### config.mk
export PLATFORM = sky130hd
export DESIGN_NAME = s3g_uart_tx
export DESIGN_NICKNAME = d
export VERILOG_FILES = /design/src/rtl/s3g_uart_tx.sv
export SDC_FILE = /design/constraint.sdc
export NUM_CORES = 1
export LEC_CHECK = 0
export BUFFER_PORTS_ARGS = -buffer_cell sky130_fd_sc_hd__buf_2
export CAP_MARGIN = 20
export CORE_MARGIN = 2
export CORE_UTILIZATION = 26
export DETAILED_ROUTE_END_ITERATION = 10
export GPL_TIMING_DRIVEN = 0
export PLACE_DENSITY = 0.48
export SLEW_MARGIN = 10
export SYNTH_ARGS = -nofsm -noshare
export SYNTH_HDL_FRONTEND = slang
export SYNTH_SLANG_ARGS = --single-unit
### constraint.sdc
create_clock -name clk -period 5.5 [get_ports clk]
set_clock_uncertainty 0.05 [all_clocks]
set_input_delay 0.55 -clock clk [delete_from_list [all_inputs] [get_ports clk]]
set_output_delay 0.55 -clock clk [all_outputs]
set_load 0.1 [all_outputs]
### src/rtl/s3g_uart_tx.sv
// 8N1/8N2 UART transmitter closing the tx_wr/tx_done handshake of s3g_tx.
// One frame per accepted strobe; tx_done coincides with the final stop-bit cycle.
module s3g_uart_tx #(
  parameter int CLK_DIV   = 16,
  parameter int STOP_BITS = 1
) (
  input  logic       clk,
  input  logic       rst,
  input  logic       tx_wr,
  input  logic [7:0] tx_data,
  output logic       tx_done,
  output logic       busy,
  output logic       txd,
  output logic       overrun
);

  localparam int CNT_W = (CLK_DIV > 2) ? $clog2(CLK_DIV) : 1;
  localparam logic [CNT_W-1:0] CNT_LOAD = CNT_W'(CLK_DIV - 1);
  localparam logic [CNT_W-1:0] CNT_ONE  = CNT_W'(1);
  localparam logic [2:0]       LAST_STOP = 3'(STOP_BITS - 1);

  typedef enum logic [1:0] {IDLE, START, DATA, STOP} state_e;

  state_e           state_q, state_d;
  logic [CNT_W-1:0] cnt_q, cnt_d;
  logic [2:0]       bit_q, bit_d;
  logic [7:0]       shift_q, shift_d;
  logic             txd_q, txd_d;
  logic             done_q, done_d;
  logic             ovr_q, ovr_d;

  always_comb begin
    // NOTE: every output of this block gets a default first so no path infers a latch.
    state_d = state_q;
    cnt_d   = cnt_q;
    bit_d   = bit_q;
    shift_d = shift_q;
    done_d  = 1'b0;
    ovr_d   = ovr_q | (tx_wr && (state_q != IDLE));

    case (state_q)
      IDLE: begin
        if (tx_wr) begin
          shift_d = tx_data;
          cnt_d   = CNT_LOAD;
          bit_d   = 3'd0;
          state_d = START;
        end
      end
      START: begin
        if (cnt_q == '0) begin
          cnt_d   = CNT_LOAD;
          state_d = DATA;
        end else begin
          cnt_d = cnt_q - CNT_ONE;
        end
      end
      DATA: begin
        if (cnt_q == '0) begin
          cnt_d   = CNT_LOAD;
          shift_d = shift_q >> 1;
          if (bit_q == 3'd7) begin
            bit_d   = 3'd0;
            state_d = STOP;
          end else begin
            bit_d = bit_q + 3'd1;
          end
        end else begin
          cnt_d = cnt_q - CNT_ONE;
        end
      end
      STOP: begin
        // Final stop cycle is spent in IDLE with tx_done high, so leave one count early.
        if ((bit_q == LAST_STOP) && (cnt_q == CNT_ONE)) begin
          cnt_d   = '0;
          bit_d   = 3'd0;
          done_d  = 1'b1;
          state_d = IDLE;
        end else if (cnt_q == '0) begin
          cnt_d = CNT_LOAD;
          bit_d = bit_q + 3'd1;
        end else begin
          cnt_d = cnt_q - CNT_ONE;
        end
      end
      default: state_d = IDLE;
    endcase

    case (state_d)
      START:   txd_d = 1'b0;
      DATA:    txd_d = shift_d[0];
      default: txd_d = 1'b1;
    endcase
  end

  always_ff @(posedge clk) begin
    // NOTE: state registers use non-blocking assignments so all flops update together.
    if (rst) begin
      state_q <= IDLE;
      cnt_q   <= '0;
      bit_q   <= 3'd0;
      shift_q <= 8'h00;
      txd_q   <= 1'b1;
      done_q  <= 1'b0;
      ovr_q   <= 1'b0;
    end else begin
      state_q <= state_d;
      cnt_q   <= cnt_d;
      bit_q   <= bit_d;
      shift_q <= shift_d;
      txd_q   <= txd_d;
      done_q  <= done_d;
      ovr_q   <= ovr_d;
    end
  end

  assign busy    = (state_q != IDLE);
  assign txd     = txd_q;
  assign tx_done = done_q;
  assign overrun = ovr_q;

endmodule

# After elaboration in Yosys (flattened, before gate mapping)

Cells that the tools add are included.

Add/subtract/negate cells: 2
Equality and inequality tests: 10
Multiplexer cells: 21
Bitwise logic cells: 2
Reductions and logical operators: 12

Operator list:

| cell                  | count |
|---|---|
| $mux W8               | 2 |
| $pmux W8 S2           | 1 |
| $mux W3               | 5 |
| $mux W4               | 3 |
| $pmux W4 S3           | 1 |
| $mux W2               | 5 |
| $pmux W3 S3           | 1 |
| $pmux W2 S4           | 1 |
| $eq A2 B2 Y1 const B  | 3 |
| $eq A2 B1 Y1 const B  | 2 |
| $eq A4 B1 Y1 const B  | 1 |
| $logic_not A4 Y1      | 1 |
| $ne A2 B2 Y1 const B  | 2 |
| $reduce_and A4 Y1     | 1 |
| $reduce_bool A2 Y1    | 2 |
| $reduce_or A2 Y1      | 2 |
| $sub A4 B1 Y4 const B | 1 |
| $add A3 B1 Y3 const B | 1 |
| $eq A3 B3 Y1 const B  | 1 |
| $logic_not A3 Y1      | 1 |
| $ne A3 B3 Y1 const B  | 1 |
| $reduce_and A3 Y1     | 1 |
| $reduce_bool A3 Y1    | 1 |
| $logic_and A1 B1 Y1   | 2 |
| other kinds (5)       | 5 |

Register bits after elaboration: 20
Input port bits: 11
Logic and storage cells: 55

# Depth between registers and ports, before layout

Gate-level depths: netlist of run 1.

Depth in word-level cells: 6
Mapped depth: 9
Mapped depth without buffers: 7

# Worst setup path after synthesis of run 1

Ideal clock, no wire load.

Path type: reg-to-reg
Start: register state_q[1]
End: register bit_q[0]
Setup time: 0.067 ns
Data arrival time: 2.533 ns
Required time: 5.383 ns
Path slack: 2.849 ns
Stages on the path, launching flop included: 9
Path buffers: 1
Period minus slack after synthesis: 2.651 ns
Cell sequence: dfxtp_1 > inv_1 > ha_1 > clkbuf_1 > inv_1 > nor2_1 > a211o_1 > or3_1 > a21oi_2

Longest elaborated chain between the ends: 3
Elaborated cells between the ends (all ways): 9

RTL lines:

| item                                                    | RTL line | text |
|---|---|---|
| start: declaration                                      | 24       | `state_e state_q, state_d;` |
| start signal: assignment                                | 107      | `state_q <= state_d;` |
| $eq A2 B2 Y1 / $logic_not A2 Y1 (equally long branches) | 41       | `case (state_q)` |
| $ne A3 B3 Y1 (no line), or another cell as far along    | --       |  |
| $reduce_and A4 Y1 (no line)                             | --       |  |
| end signal: assignment                                  | 109      | `bit_q <= bit_d;` |
| end: declaration                                        | 26       | `logic [2:0] bit_q, bit_d;` |

Several ways; a longest one is shown, not always the timed one.
A chain may end at the register's enable or synchronous reset.

# Worst setup path after layout of run 1

Start: register state_q[1]
End: output busy

Longest elaborated chain between the ends: 1

RTL lines:

| item               | RTL line | text |
|---|---|---|
| $reduce_bool A2 Y1 | 117      | `assign busy = (state_q != IDLE);` |
| end: declaration   | 12       | `output logic busy,` |

Every way passes these cells.

==> metrics.txt, run 1 <==
Max Slew Vio Count=0; Rows=23; Final Util=0.3244; DIE WIDTH=69.41 um; crit path DAT=1.91 ns; Synth Area in Adders=0.1237; First-pass DRT Iterations=4; H-tree depth=1; Placed Instances=193; xor and xnor area share after synthesis=0.007874; PD cells=631.5 nW/um^2; crit-path max FO=9; Reg clk slew, reported paths=0.09 ns; CTS tree=yes; HP Class=input port to flop; Final setup viols=0; die area=4817 sq um; Compound-Gate Fraction of Synth Area=0.2688; required time of the worst setup path=4.90 ns; largest family of logic cells by synthesized area=compound AO/OA/AOI/OAI gates; # port buffers=14; Final Critical Period=2.506 ns; most common cell after layout, fill and taps aside=dfxtp_1; fmax=399.0 MHz; number of I/O pins=15; CTS Buf Count=3; Setup Total Neg Slack=0 ns; area of all sequential standard cells=400.4 sq um; endpoints failing hold=0; Root Driver=clkbuf_8; placed inst area=1245 sq um; Post-synth EDFFs=0; final wirelength=2.483 mm; simple-gate share of the synthesized area=0.1609; VDD IR-drop max=0.2591 mV; final worst slack=2.994 ns; filler cell count=409; Place WS=3.233 ns; DR vias=955; Multi-input gate area=635.6 sq um; layout cells sized above 1=0.1769; Final ANT Viol Nets=0; vias in the first global route=964; Setup crit end kind=output port; via density per instance=4.848; Static Leak=0.5291 nW; register area share after synthesis=0.3600; # nets final=170; RSZ-0062 raised after global routing=false; WL/cell=12.60 um; Critical Path Source Type=flop; worst-skew pair later-pin latency=0.27 ns; count of state elements after synthesis=20; Mapped Nets=151; Distinct cells, synth=33; initial standard-cell utilization of the core=0.2741; core area=4058 sq um; largest net degree at the start of global routing=13; DRT iter0 DRCs=31; Post-synth top flop=dfxtp_1; Power Total=0.8312 mW; Post-DP HPWL=1.824 mm; # resized after CTS=0; final hold slack=0.4143 ns; post-synthesis mux area share=0.01012; synth-to-layout area growth=18.33%; Tcrit/Tclk final=0.4556; clock sinks=20; height of the die=69.41 um; GR Overflow Total=0; Setup Fix Bufs, Post-CTS=0; Non-Filler Instances=197; initial antenna violation count=0; hold buffers post-CTS=0; DRC violations left=0; syn avg cell area=8.623 sq um; area of the mapped netlist=1112 sq um; Crit Path Category=flop to output port; Slew headroom=0.6324; diode count=0; result of the run=finished clean; Finished Cell Area=1316 sq um; Max Cap Viol=0; Max clock buf depth=2; Final GP Congestion=0.7977; first-pass GRT wire length=4.326 mm; GRT Total Usage=0.1081; Synth async-reset ratio=0; number of synthesis warnings=0; most frequent cells in the layout=dfxtp_1, buf_2, nor2_1, inv_1, ha_1; measured slew at the worst slew-check pin=0.5514 ns; instance count of the mapped netlist=129
worst paths after layout:
| kind | from | to | slack [ns] | cells past startpoint |
|---|---|---|---|---|
| max | state_q[1] | busy | 2.99 | 5 |
| min reg2reg | overrun | overrun | 0.42 | 2 |
| min | rst | state_q[1] | 0.41 | 2 |
| max reg2reg | state_q[1] | bit_q[0] | 3.22 | 8 |
final cells by class:
type | instances | area share
buffer | 7 | 0.02662
clock buffer | 3 | 0.03137
clock inverter | 1 | 0.02281
inverter | 11 | 0.03137
multi-input combinational | 91 | 0.4829
sequential | 20 | 0.3042
tap | 50 | 0.04753
timing repair buffer | 14 | 0.05323
state kept, by name (all words and copies together) (netlist names):
name     flops
cnt_q        4
txd          1
bit_q        3
overrun      1
shift_q      8
tx_done      1
state_q      2
logic make-up after synthesis:
| group | count (synthesis) |
|---|---|
| buf+inv | 18 |
| mux | 1 |
| fa+ha+maj | 11 |
| simple gates | 35 |
| compound gates | 43 |
| flops | 20 |
| xor+xnor | 1 |
metal layers:
metal | global-route usage | share of wire
met1 | 0.1454 | 0.54
met2 | 0.1763 | 0.42
met3 | 0.01890 | 0.025
met4 | 0.03268 | 0.014
met5 | 0 | 0
report_power, final:
part | internal [mW] | total [mW] | leakage, nW | switching (mW)
Sequential | 0.195 | 0.237 | 0.165 | 0.0411
Combinational | 0.155 | 0.444 | 0.329 | 0.289
Clock | 0.0973 | 0.151 | 0.0357 | 0.0534
Total | 0.448 | 0.831 | 0.529 | 0.383
Yosys cell counts (2+ instances only):
cell / number / area (sq um)
nand2_1: 8 / 30.03
a21o_1: 2 / 15.01
o31ai_1: 2 / 15.01
o21ai_0: 7 / 35.03
a21oi_1: 9 / 45.04
a22oi_1: 7 / 52.55
nand3_1: 4 / 20.02
nor3b_1: 2 / 15.01
a31oi_1: 2 / 12.51
inv_1: 11 / 41.29
clkbuf_1: 5 / 18.77
dfxtp_1: 20 / 400.4
ha_1: 11 / 137.6
nor2_1: 14 / 52.55
a211oi_1: 7 / 52.55
worst max-delay path: stages (launching register included):
cell and delay [ns]:
dfxtp_1 0.42, inv_1 0.12, ha_1 0.19, clkbuf_1 0.19
inv_1 0.24, buf_2 0.47
No activity file was read; power rests on OpenSTA's default activity.
==> run 2, diff against run 1 <==
ABC_AREA = 1   (was default)
PLACE_DENSITY = 0.5   (was 0.48)
clock period = 2.1 ns   (was 5.5 ns; I/O delays follow)
==> run 2 against run 1 <==
Effect of this change:
- non-clock buffer count shrank 5
- combinational power shrank 19%
- power grew 33%
- cell count grew 15%
- clock power grew 95%
- critical endpoint unchanged
- largest cell class unchanged
- largest power group is now sequential cells
==> metrics.txt, run 2 <==
DR vias=995 (was 955); initial standard-cell utilization of the core=0.2685 (was 0.2741); Place WS=0.1177 ns (was 3.233 ns); Area contributors post-synth=dfxtp_1, ha_1, nand2_1, a21oi_1, inv_1 (was dfxtp_1, ha_1, a211oi_1, a22oi_1, nor2_1); Non-Filler Instances=226 (was 197); Reg clk slew, reported paths=0.07 ns (was 0.09 ns); CP Cell Sequence=inv_1 > ha_1 > inv_2 > buf_2 (was inv_1 > ha_1 > clkbuf_1 > inv_1 > buf_2); Root Driver=clkbuf_8 (unchanged); layout cells sized above 1=0.1839 (was 0.1769); number of I/O pins=15 (unchanged); H-tree depth=1 (unchanged); First-pass DRT Iterations=4 (unchanged); count of state elements after synthesis=20 (unchanged); GR Overflow Total=0 (unchanged); Final ANT Viol Nets=0 (unchanged); PD cells=823.4 nW/um^2 (was 631.5 nW/um^2); area of the mapped netlist=1161 sq um (was 1112 sq um); diode count=0 (unchanged); initial antenna violation count=0 (unchanged); largest family of logic cells by synthesized area=simple AND/OR/NAND/NOR gates (was compound AO/OA/AOI/OAI gates); met2 track demand over resource=0.1661 (was 0.1763); fmax=519.3 MHz; Hold Path Depth=3 (was 2); final worst slack=0.1745 ns (was 2.994 ns); Post-synth top flop=dfxtp_1 (unchanged); simple-gate share of the synthesized area=0.2888 (was 0.1609); DRC violations left=0 (unchanged); Placed Instances=222 (was 193); endpoints failing hold=0 (unchanged); WL/cell=10.41 um (was 12.60 um); top flop regs=shift_q: 8 flops, cnt_q: 4 flops, bit_q: 3 flops (unchanged); die area=5016 sq um (was 4817 sq um); Setup Total Neg Slack=0 ns (unchanged); Final setup viols=0 (unchanged); Yosys top cell area share=0.3448 (was 0.3600); Yosys top cell by area=dfxtp_1 (unchanged); instance count of the mapped netlist=157 (was 129); Synth Area in Adders=0.1185 (was 0.1237); Max clock buf depth=2 (unchanged); Synth top cells by count=nand2_1, dfxtp_1, a21oi_1 (was dfxtp_1, nor2_1, ha_1, inv_1, a21oi_1); Static Leak=0.6287 nW (was 0.5291 nW); vias in the first global route=1020 (was 964); Mapped Nets=179 (was 151); syn avg cell area=7.396 sq um (was 8.623 sq um); DRT iter0 DRCs=61 (was 31); Tcrit/Tclk final=0.9169; Max Slew Vio Count=0 (unchanged); height of the die=70.83 um (was 69.41 um); Post-DP HPWL=1.802 mm (was 1.824 mm); number of synthesis warnings=0 (unchanged); # port buffers=13 (was 14); Top Usage Layer GRT=met2 (unchanged); Largest Register=shift_q (unchanged); Largest stage delay, worst path=0.45 ns (was 0.47 ns); most numerous cell in the Yosys netlist=nand2_1 (was dfxtp_1); Final Critical Period=1.926 ns; core area=4324 sq um (was 4058 sq um); Max Cap Viol=0 (unchanged); largest net degree at the start of global routing=12 (was 13); RSZ-0062 raised after global routing=false (unchanged); Final GP Congestion=0.7877 (was 0.7977); required time of the worst setup path=1.84 ns (was 4.90 ns); met3 Use GR=0.01852 (was 0.01890); measured slew at the worst slew-check pin=0.4850 ns (was 0.5514 ns); VDD IR-drop max=0.3723 mV (was 0.2591 mV); synth-to-layout area growth=16.06% (was 18.33%); hold buffers post-CTS=0 (unchanged); DIE WIDTH=70.83 um (was 69.41 um); cells on worst reg2reg path=11 (was 8); crit path DAT=1.67 ns (was 1.91 ns); most common cell after layout, fill and taps aside=nand2_1 (was dfxtp_1); HP Class=input port to flop (unchanged); Critical-path top delay cell=buf_2 (unchanged); CTS Buf Count=3 (unchanged); Critical Path Source Type=flop (unchanged); Crit Path Category=flop to output port (unchanged); Distinct cells, synth=27 (was 33); Synth async-reset ratio=0 (unchanged); final wirelength=2.353 mm (was 2.483 mm); Compound-Gate Fraction of Synth Area=0.1563 (was 0.2688); CTS tree=yes (unchanged); Post-synth EDFFs=0 (unchanged); Largest register FFs=8 (unchanged); Slew headroom=0.6789 (was 0.6324); register area share after synthesis=0.3448 (was 0.3600); via density per instance=4.403 (was 4.848); Rows=24 (was 23); post-synthesis mux area share=0 (was 0.01012); result of the run=finished clean (unchanged); met1 usage in global routing=0.1547 (was 0.1454); xor and xnor area share after synthesis=0 (was 0.007874); Setup crit end kind=output port (unchanged); clock sinks=20 (unchanged); crit-path max FO=8 (was 9); GRT Total Usage=0.1087 (was 0.1081); first-pass GRT wire length=4.491 mm (was 4.326 mm); most frequent cells in the layout=nand2_1, a21oi_1, dfxtp_1, inv_1 (was dfxtp_1, buf_2, nor2_1, inv_1, ha_1); # nets final=197 (was 170); worst-skew pair later-pin latency=0.26 ns (was 0.27 ns); filler cell count=505 (was 409)
## run 2: cell count changes after synthesis, moves of 3 or more
cell      previous run  this run
inv_1               11        18
a22oi_1              7         0
a21oi_1              9        19
nand2_1              8        36
inv_2                0         3
clkbuf_1             5         2
nor2_1              14         8
a211oi_1             7         1
nand3_1              4        13
## run 2: area by class of cell
type / count / area, sq um / area share
Multi-Input combinational cell: 112 / 654.4 / 0.4856
Sequential cell: 20 / 401.6 / 0.2981
Inverter: 22 / 87.58 / 0.06500
Timing Repair Buffer: 13 / 65.06 / 0.04828
Tap cell: 52 / 65.06 / 0.04828
Clock buffer: 4 / 55.05 / 0.04085
Buffer: 3 / 18.77 / 0.01393
## run 2: critical path, delay by kind of cell, from the launching register on
| kind | cells | cell delay [ns] |
|---|---|---|
| buffers and inverters | 3 | 0.74 |
| flip-flops | 1 | 0.41 |
| adder cells (fa/ha/maj) | 1 | 0.26 |
## run 2: final timing paths
kind                            startpoint          to  slack, ns
worst max-delay path            state_q[1]        busy       0.17
worst min-delay path                 tx_wr     overrun       0.17
worst max register to register  state_q[1]    bit_q[1]       0.21
worst min register to register  shift_q[6]  shift_q[5]       0.41
## run 2: layer usage
layer	up-vias	share of wire
li1	549	-
met1	430	0.53
met4	0	0.0085
met5	-	0
met2	14	0.43
met3	2	0.034
## run 2: report_power, final
part	internal [mW]	switching [mW]	total, mW
Clock	0.167	0.127	0.294
Sequential	0.425	0.0325	0.458
Combinational	0.112	0.246	0.358
Total	0.704	0.406	1.11
## run 2: kinds of logic (layout without fill, tap and decap cells)
logic type,after synthesis,in the layout
adder cells (fa/ha/maj),11,11
flip-flops,20,20
buffers and inverters,25,42
AO/OA/AOI/OAI,33,33
AND/OR/NAND/NOR,68,68
## run 2: repair_timing
action                     in CTS  in global routing
setup buffers                   0                  0
gates resized for setup         0                  1
setup endpoints to repair       0                 12
## run 2: stage by stage
step / power, mW / area [sq um] / util / hold slack (ns)
6_report: 1.110 / 1348 / 0.3116 / 0.1661
3_3_place_gp: 0.8310 / 1291 / 0.2986 / 0.3952
2_1_floorplan: 0.7535 / 1161 / - / 0.3047
5_1_grt: 1.201 / 1348 / 0.3116 / 0.1798
3_5_place_dp: 0.8260 / 1291 / 0.2986 / 0.3955
4_1_cts: 1.127 / 1346 / 0.3113 / 0.1641
